===== src/rtl/alu_scheduler.sv =====
// Two-requester front end for a shared combinational ALU: IDLE grants, EXEC drives the ALU, RESP holds the result.
// Optional round-robin arbitration when ALU_SCHED_RR_EN is defined; otherwise requester 0 always has priority.
module alu_scheduler #(
  parameter logic [3:0] IDLE_SEL = 4'b1100
) (
  input  logic       clk,
  input  logic       rst,
  input  logic       req0_valid,
  output logic       req0_ready,
  input  logic [7:0] req0_a,
  input  logic [7:0] req0_b,
  input  logic [3:0] req0_sel,
  input  logic       req1_valid,
  output logic       req1_ready,
  input  logic [7:0] req1_a,
  input  logic [7:0] req1_b,
  input  logic [3:0] req1_sel,
  output logic       rsp0_valid,
  input  logic       rsp0_ready,
  output logic [7:0] rsp0_data,
  output logic [2:0] rsp0_flags,
  output logic       rsp1_valid,
  input  logic       rsp1_ready,
  output logic [7:0] rsp1_data,
  output logic [2:0] rsp1_flags,
  output logic [7:0] alu_a,
  output logic [7:0] alu_b,
  output logic [3:0] alu_sel,
  input  logic [7:0] alu_out,
  input  logic       alu_z,
  input  logic       alu_c,
  input  logic       alu_o,
  output logic       busy
);
  typedef enum logic [1:0] {IDLE, EXEC, RESP} state_t;

  state_t     state, state_nxt;
  logic [1:0] vld;
  logic       gnt, gid_q, acc, rsp_hs;
  logic [7:0] a_q, b_q, res_q;
  logic [3:0] sel_q;
  logic [2:0] flg_q;

  assign vld    = {req1_valid, req0_valid};
  assign acc    = (state == IDLE) && (|vld);
  assign rsp_hs = (state == RESP) && (gid_q ? rsp1_ready : rsp0_ready);

`ifdef ALU_SCHED_RR_EN
  logic ptr_q;
  always_ff @(posedge clk) begin
    if (rst)         ptr_q <= 1'b0;
    else if (rsp_hs) ptr_q <= ~gid_q;
  end
  // Pointer only matters on contention; a lone valid wins outright.
  assign gnt = (&vld) ? ptr_q : vld[1];
`else
  assign gnt = ~vld[0];
`endif

  always_ff @(posedge clk) begin
    if (rst) state <= IDLE;
    else     state <= state_nxt;
  end

  always_comb begin
    state_nxt = state;
    case (state)
      IDLE:    if (acc) state_nxt = EXEC;
      EXEC:    state_nxt = RESP;
      RESP:    if (rsp_hs) state_nxt = IDLE;
      default: state_nxt = IDLE;
    endcase
  end

  always_ff @(posedge clk) begin
    if (rst) begin
      a_q   <= '0;
      b_q   <= '0;
      sel_q <= '0;
      gid_q <= 1'b0;
      res_q <= '0;
      flg_q <= '0;
    end else begin
      if (acc) begin
        a_q   <= gnt ? req1_a   : req0_a;
        b_q   <= gnt ? req1_b   : req0_b;
        sel_q <= gnt ? req1_sel : req0_sel;
        gid_q <= gnt;
      end
      if (state == EXEC) begin
        res_q <= alu_out;
        flg_q <= {alu_z, alu_c, alu_o};
      end
    end
  end

  assign req0_ready = acc && !gnt;
  assign req1_ready = acc &&  gnt;

  // Result lines are gated so the idle requester only ever sees zeros.
  assign rsp0_valid = (state == RESP) && !gid_q;
  assign rsp1_valid = (state == RESP) &&  gid_q;
  assign rsp0_data  = rsp0_valid ? res_q : '0;
  assign rsp0_flags = rsp0_valid ? flg_q : '0;
  assign rsp1_data  = rsp1_valid ? res_q : '0;
  assign rsp1_flags = rsp1_valid ? flg_q : '0;

  assign alu_a   = (state == EXEC) ? a_q   : '0;
  assign alu_b   = (state == EXEC) ? b_q   : '0;
  assign alu_sel = (state == EXEC) ? sel_q : IDLE_SEL;
  assign busy    = (state != IDLE);
endmodule


===== config.mk =====
export PLATFORM = sky130hd
export DESIGN_NAME = alu_scheduler
export DESIGN_NICKNAME = d
export VERILOG_FILES = /design/src/rtl/alu_scheduler.sv
export SDC_FILE = /design/constraint.sdc
export NUM_CORES = 1
export LEC_CHECK = 0
export BUFFER_PORTS_ARGS = -buffer_cell sky130_fd_sc_hd__buf_2
export CELL_PAD_IN_SITES_DETAIL_PLACEMENT = 1
export CELL_PAD_IN_SITES_GLOBAL_PLACEMENT = 1
export CORE_UTILIZATION = 31
export DETAILED_ROUTE_END_ITERATION = 6
export GPL_ROUTABILITY_DRIVEN = 0
export PLACE_DENSITY_LB_ADDON = 0.1
export SETUP_SLACK_MARGIN = 0.5
export SLEW_MARGIN = 20
export SYNTH_ARGS = -nofsm -noshare
export SYNTH_HDL_FRONTEND = slang
export SYNTH_SLANG_ARGS = --single-unit

===== constraint.sdc =====
create_clock -name clk -period 2.32 [get_ports clk]
set_input_delay 0.116 -clock clk [delete_from_list [all_inputs] [get_ports clk]]
set_output_delay 0.116 -clock clk [all_outputs]
set_load 0.1 [all_outputs]

* Word level (Yosys, flattened, before mapping)
Cells that the tools add are included.
Storage, ports and cells: bits in registers 34, word-level logic and storage cells 37, input bits 57, output and inout port bits 47
Cells by class: multiplexer cells 14, bitwise logic cells 1, reduce and logical (&&, ||, !) cells 11, equality and inequality tests 4
Operators with widths (number):
- $mux W8 | 6
- $mux W4 | 2
- $logic_and A1 B1 Y1 | 6
- $mux W3 | 2
- $pmux W2 S3 | 1
- $mux W2 | 2
- $ne A2 B2 Y1 const B | 2
- $eq A2 B1 Y1 const B | 1
- $eq A2 B2 Y1 const B | 1
- $logic_not A2 Y1 | 1
- $reduce_and A2 Y1 | 1
- $reduce_bool A2 Y1 | 1
- $reduce_or A2 Y1 | 1
- $logic_not A1 Y1 | 1
- $mux W1 | 1
- $not A1 Y1 | 1

* Longest topological paths before layout
Gate-level depths: netlist of run 1.
depth after elaboration 4, gate-level depth with buffers 5, mapped depth without buffers 3

* Worst setup path after synthesis of run 1
Ideal clock, no wire load.
path kind flip-flop to output port, from reg state[1], to out rsp0_data[0], data required time 2204 ps, arrival time 2030 ps, path buffers 1, stages on the path, launching flop included 4, path slack 174 ps, cell sequence dfxtp_1 nor3b_1 buf_2 and2_1
On the way: cells in the longest elaborated chain, start to end 3
RTL lines:
- start: declaration | RTL line 37 | state_t state, state_nxt;
- start signal: assignment | RTL line 62 | else state <= state_nxt;
- $eq A2 B2 Y1 | RTL line 101 | assign rsp0_valid = (state == RESP) && !gid_q;
- $logic_and A1 B1 Y1 | RTL line 101
- via rsp0_valid | RTL line 18 | output logic rsp0_valid,
- $mux W8 | RTL line 103 | assign rsp0_data = rsp0_valid ? res_q : '0;
- end: declaration | RTL line 20 | output logic [7:0] rsp0_data,
The timed path passes the listed nets, and every way through them passes these cells.

* Worst setup path after layout of run 1
from reg state[0], to out alu_a[1]
On the way: cells in the longest elaborated chain, start to end 2
RTL lines:
- $eq A2 B1 Y1 | RTL line 108 | assign alu_a = (state == EXEC) ? a_q : '0;
- $mux W8 | RTL line 108
- end: declaration | RTL line 26 | output logic [7:0] alu_a,
No other way between the ends.

==> out/metrics.csv, run 1 <==
stage;metric;value;unit
status;status;complete, no violations;
finish;most frequent cells in the layout;buf_2 (60), and2_1 (43), dfxtp_1 (33), buf_4 (30), nand2_1 (24);
global_route;initial antenna violation count;0;
placement;Port Buf Inserts;103;
timing;Slew headroom;62.5;%
routing;Total Routed Length;4520;um
routing;Via density;4.58;
power_and_ir_drop;Leakage;0.00122;uW
routing;via count;1621;
clock_network;CTS tree;built;
placement;Post-DP HPWL;3380;um
power_and_ir_drop;Comb power frac;28.4;%
critical_path;worst-case reg-to-reg path depth;3;
synthesis;Post-Syn Instances;183;
power_and_ir_drop;clock share of power;28.7;%
routing;1st-pass router iterations;4;
critical_path;Setup crit start;state[0];
global_route;M1 GR Usage;19.9;%
worst_hold_path;worst hold path class;input port to register;
finish;final non-filler cell total;354;
critical_path;flop2flop setup slack;0.92;ns
routing;wire per inst;12.8;um
synthesis;syn avg cell area;8.92;sq um
clock_network;CTS max path bufs;2;
power_and_ir_drop;PwrDens;599;nW/um^2
synthesis;Yosys cell types;24;
timing;setup violators final;0;
timing;RSZ-0062 raised after global routing;false;
placement;placed insts;346;
critical_path;Critical Path Source Type;register;
finish;antenna cells;0;
finish;Final Core Density;51.3;%
timing;Final min period;1.72;ns
floorplan;I/O Pins;104;
critical_path;worst setup path category;register to output port;
finish;synth-to-layout area growth;59.5;%
power_and_ir_drop;sw power;537;uW
worst_hold_path;hold depth;2;
timing;actual slew at the worst max-slew pin;0.561;ns
global_route;total gr overflow;0;
synthesis;syn_nets;240;
power_and_ir_drop;Internal Power;1020;uW
routing;Post-DRT Antenna Nets;0;
critical_path;crit path DAT;1.60;ns
timing;setup tns final;0;ns
floorplan;DIE HEIGHT;74.6;um
timing;Max Slew Vio Count;0;
finish;commonest non-fill, non-tap cell in the layout;buf_2;
floorplan;die span in x;74.6;um
clock_network;CTS H-tree lvls;2;
global_route;GRT Total Usage;16.7;%
clock_network;cts bufs inserted;5;
critical_path;Worst EP required;2.20;ns
timing;Clock Skew;0.00857;ns
timing;f_max;582;MHz
power_and_ir_drop;Seq pwr share;42.9;%
floorplan;Initial Util;32.2;%
critical_path;RR Startpoint;state[0];
job;MaxCap Viol Count;0;
critical_path;CP endpoint kind;output port;
synthesis;Synth Warn #;0;
floorplan;number of cell rows;26;
timing;fin crit share;74.1;%
global_route;first-pass GRT wire length;7010;um
clock_network;clock-pin transition on the worst setup and hold timing paths;0.07;ns
clock_network;clk_lat worst skew;0.28;ns
routing;initial DRC count;31;
power_and_ir_drop;Peak VDD IR;0.307;mV
global_route;Most Crowded Layer GR;met2;
routing;drt drc;0;
critical_path;CP Max Fanout;15;
synthesis;register area share after synthesis;41.7;%
global_route;GRT met3 Usage;4.61;%
clock_network;setup repair bufs after CTS;0;
floorplan;Die Footprint;5560;sq um
global_route;vias in the first global route;1505;
synthesis;Post-Syn Area;1630;sq um
worst_hold_path;hold_sp;req1_sel[1];
finish;fin nets;340;
global_route;largest net degree at the start of global routing;21;
clock_network;Root Driver;clkbuf_8;
floorplan;core area;5070;sq um
global_route;met2 Usage GRT;28.2;%
timing;Hold Violations, Final;0;
synthesis;FF+latch count, synth;34;
clock_network;clk sinks;34;
power_and_ir_drop;Net Sw Frac;34.4;%
finish;share of cells above drive strength 1;49.3;%
[state kept, by name (all words and copies together), names as in the netlist]
signal and cells:
gid_q 1, b_q 8, res_q 8, state 2, a_q 8, sel_q 4, flg_q 3
[metal layers]
| metal | up-vias | wire [um] |
|---|---|---|
| met5 | - | 0 |
| met4 | 0 | 76 |
| met3 | 8 | 350 |
| met2 | 64 | 2140 |
| met1 | 728 | 1960 |
| li1 | 821 | - |
[cell families (layout without fill, tap and decap cells)]
kind of cell | after synthesis | in the layout | synth area share (%)
AND/OR/NAND/NOR | 99 | 99 | 35.8
AO/OA/AOI/OAI | 34 | 34 | 16.6
flip-flops | 34 | 34 | 41.7
buffers and inverters | 15 | 116 | 5.36
multiplexers | 1 | 1 | 0.613
[final timing paths]
| check | endpoint |
|---|---|
| max | alu_a[1] |
| min | sel_q[1] |
| max reg2reg | a_q[3] |
| min reg2reg | res_q[1] |
[power by group through the flow]
stage / clock, uW / sequential [uW] / combinational [uW]
after floorplan: 0 / 672 / 325
after global placement: 0 / 680 / 434
after detailed placement: 0 / 682 / 438
after CTS: 463 / 669 / 445
after global routing: 486 / 677 / 474
final: 447 / 669 / 443
[through the flow]
step	hold WS (ns)	instance area, sq um	setup WS, ns	total power, uW
finish	0.0492	2610	0.601	1560
global route	0.0467	2610	0.507	1640
CTS	0.0429	2590	0.506	1580
detailed placement	0.342	2430	0.618	1120
global placement	0.337	2430	0.674	1110
floorplan	0.252	1670	0.409	997
[cells in the mapped netlist (all sizes together)]
cell type	number	area share (%)
a21oi	14	4.3
a221o	20	12
and2	61	23
and2b	1	0.46
and3b	1	0.54
and4bb	1	1.0
buf	9	3.8
clkbuf	5	1.3
dfxtp	34	42
inv	1	0.23
mux2i	1	0.61
nand2	24	5.5
nand2b	2	0.77
nand3b	1	0.46
nor2	3	1.1
nor3	1	0.31
nor3b	1	0.46
nor4b	1	0.92
or2	1	0.38
or2b	1	0.46
[final cells by class]
type,count,area (sq um)
inverter,1,3.75
sequential,34,682
tap,70,87.6
fill,611,2470
clock buffer,7,86.3
multi-input combinational,134,912
timing repair buffer,107,828
clock inverter,1,5.00
[worst max-delay path, cell delays in order, from the launching register on]
cell     delay [ns]
dfxtp_1        0.48
and2b_1        0.19
buf_4          0.20
and2_1         0.17
buf_4          0.29
[timing repair]
action,4_1_cts,5_1_grt
hold buffers,0,0
gates resized for setup,27,5
setup endpoints to repair,28,20
hold endpoints to repair,0,0
(Power assumes the default switching activity.)
==> run 2, diff against run 1 <==
CORE_UTILIZATION = 29   (was 31)
clock period = 1.75 ns   (was 2.32 ns; I/O delays follow)
==> out/metrics.csv, run 2 (same netlist as run 1, synthesis figures left out) <==
stage;metric;value;unit
global_route;first-pass GRT wire length;12300;um
finish;Regs by FF count;a_q (8), b_q (8), res_q (8);
job;MaxCap Viol Count;0;
routing;Via density;5.24;
routing;drt drc;0;
finish;fin nets;372;
global_route;largest net degree at the start of global routing;14;
routing;Post-DRT Antenna Nets;0;
timing;RSZ-0062 raised after global routing;true;
critical_path;CP max stage delay;0.40;ns
clock_network;CTS max path bufs;2;
critical_path;CP delay by family, top;buffers and inverters;
power_and_ir_drop;Net Sw Frac;34.7;%
critical_path;crit path DAT;1.57;ns
worst_hold_path;worst hold path class;input port to register;
power_and_ir_drop;Peak VDD IR;0.611;mV
critical_path;CP endpoint kind;output port;
power_and_ir_drop;total power;2760;uW
timing;Final min period;1.66;ns
placement;Port Buf Inserts;103;
timing;fin crit share;94.7;%
floorplan;die span in x;77.0;um
finish;Final Core Density;70.4;%
routing;wire per inst;23.1;um
clock_network;clk_lat worst skew;0.30;ns
timing;Slew headroom;71.0;%
timing;actual slew at the worst max-slew pin;0.436;ns
floorplan;core area;5270;sq um
global_route;vias in the first global route;2237;
power_and_ir_drop;Internal Power;1800;uW
timing;Hold Violations, Final;0;
power_and_ir_drop;Seq pwr share;32.7;%
floorplan;number of cell rows;26;
routing;initial DRC count;106;
floorplan;DIE HEIGHT;77.0;um
clock_network;CTS H-tree lvls;2;
finish;antenna cells;0;
global_route;total gr overflow;0;
finish;most frequent cells in the layout;and2_4 (58), buf_2 (56), buf_12 (49), dfxtp_1 (31), nand2_1 (22);
timing;f_max;604;MHz
critical_path;Slowest-stage cell, CP;dfxtp_4;
global_route;GRT Total Usage;27.9;%
finish;fill count;538;
worst_hold_path;hold depth;2;
critical_path;Crit path depth;5;
global_route;GRT met3 Usage;6.31;%
power_and_ir_drop;Leakage;0.00162;uW
global_route;Most Crowded Layer GR;met2;
timing;Clock Skew;0.00478;ns
critical_path;CP most frequent cell;buf_12;
floorplan;Initial Util;31.0;%
power_and_ir_drop;clock share of power;31.4;%
global_route;met2 Usage GRT;48.6;%
clock_network;clk sinks;34;
timing;hold_ws;0.00319;ns
critical_path;crit path cell chain;nor3b_4 -> buf_4 -> buf_12 -> and2_4 -> buf_12;
global_route;M1 GR Usage;32.0;%
finish;share of cells above drive strength 1;72.2;%
clock_network;Root Driver;clkbuf_8;
clock_network;CTS tree;built;
timing;Max Slew Vio Count;0;
status;status;complete, no violations;
routing;Total Routed Length;8910;um
critical_path;WP buf/inv;3;
floorplan;I/O Pins;104;
critical_path;Worst EP required;1.66;ns
routing;1st-pass router iterations;4;
critical_path;Critical Path Source Type;register;
finish;synth-to-layout area growth;127;%
power_and_ir_drop;sw power;958;uW
clock_network;clock-pin transition on the worst setup and hold timing paths;0.08;ns
critical_path;worst setup path category;register to output port;
critical_path;flop2flop setup slack;0.18;ns
power_and_ir_drop;PwrDens;744;nW/um^2
critical_path;CP Max Fanout;7;
timing;setup violators final;0;
placement;Post-DP HPWL;4120;um
critical_path;worst-case reg-to-reg path depth;7;
routing;via count;2024;
global_route;initial antenna violation count;0;
finish;commonest non-fill, non-tap cell in the layout;and2_4;
clock_network;cts bufs inserted;5;
power_and_ir_drop;Comb power frac;35.9;%
floorplan;Die Footprint;5930;sq um
timing;setup tns final;0;ns
-- run 2: power by group through the flow --
stage / clock network [uW] / registers (uW) / logic [uW]
after global placement: 0 / 907 / 656
final: 866 / 903 / 992
after floorplan: 0 / 897 / 464
after global routing: 909 / 911 / 1020
after CTS: 842 / 892 / 861
after detailed placement: 0 / 911 / 667
-- run 2: what timing repair did --
item / 4_1_cts / 5_1_grt
hold buffers: 0 / 0
resized for setup: 60 / 37
setup buffers: 13 / 3
setup endpoints to repair: 69 / 77
pin swaps: 32 / 20
cloned: 12 / 2
-- run 2: area by class of cell --
type,count,area (sq um),area share (%)
well taps,70,87.6,2.36
multi-input cells,141,1200,32.4
inverters,1,3.75,0.101
flip-flops and latches,34,692,18.7
clock buffers,6,93.8,2.53
repair buffers,132,1590,42.9
clock inverters,2,38.8,1.05
-- run 2: final timing paths --
kind | startpoint | to
setup / recovery | state[1] | rsp0_flags[2]
setup reg to reg | state[0] | sel_q[2]
hold reg to reg | res_q[4] | res_q[4]
hold / removal | req1_b[4] | b_q[4]
-- run 2: per-stage QoR --
stage	cells	worst slack (ns)	area [sq um]
4_1_cts	381	0.218	3510
6_report	386	0.0930	3710
5_1_grt	386	0.0659	3710
3_3_place_gp	348	0.136	2960
2_1_floorplan	183	0.348	1780
3_5_place_dp	348	0.0801	2960
-- run 2: metal layers --
metal,share of wire (%),up-vias
li1,-,908
met1,40,982
met2,51,107
met3,5.4,27
met4,4.2,0
met5,0,-
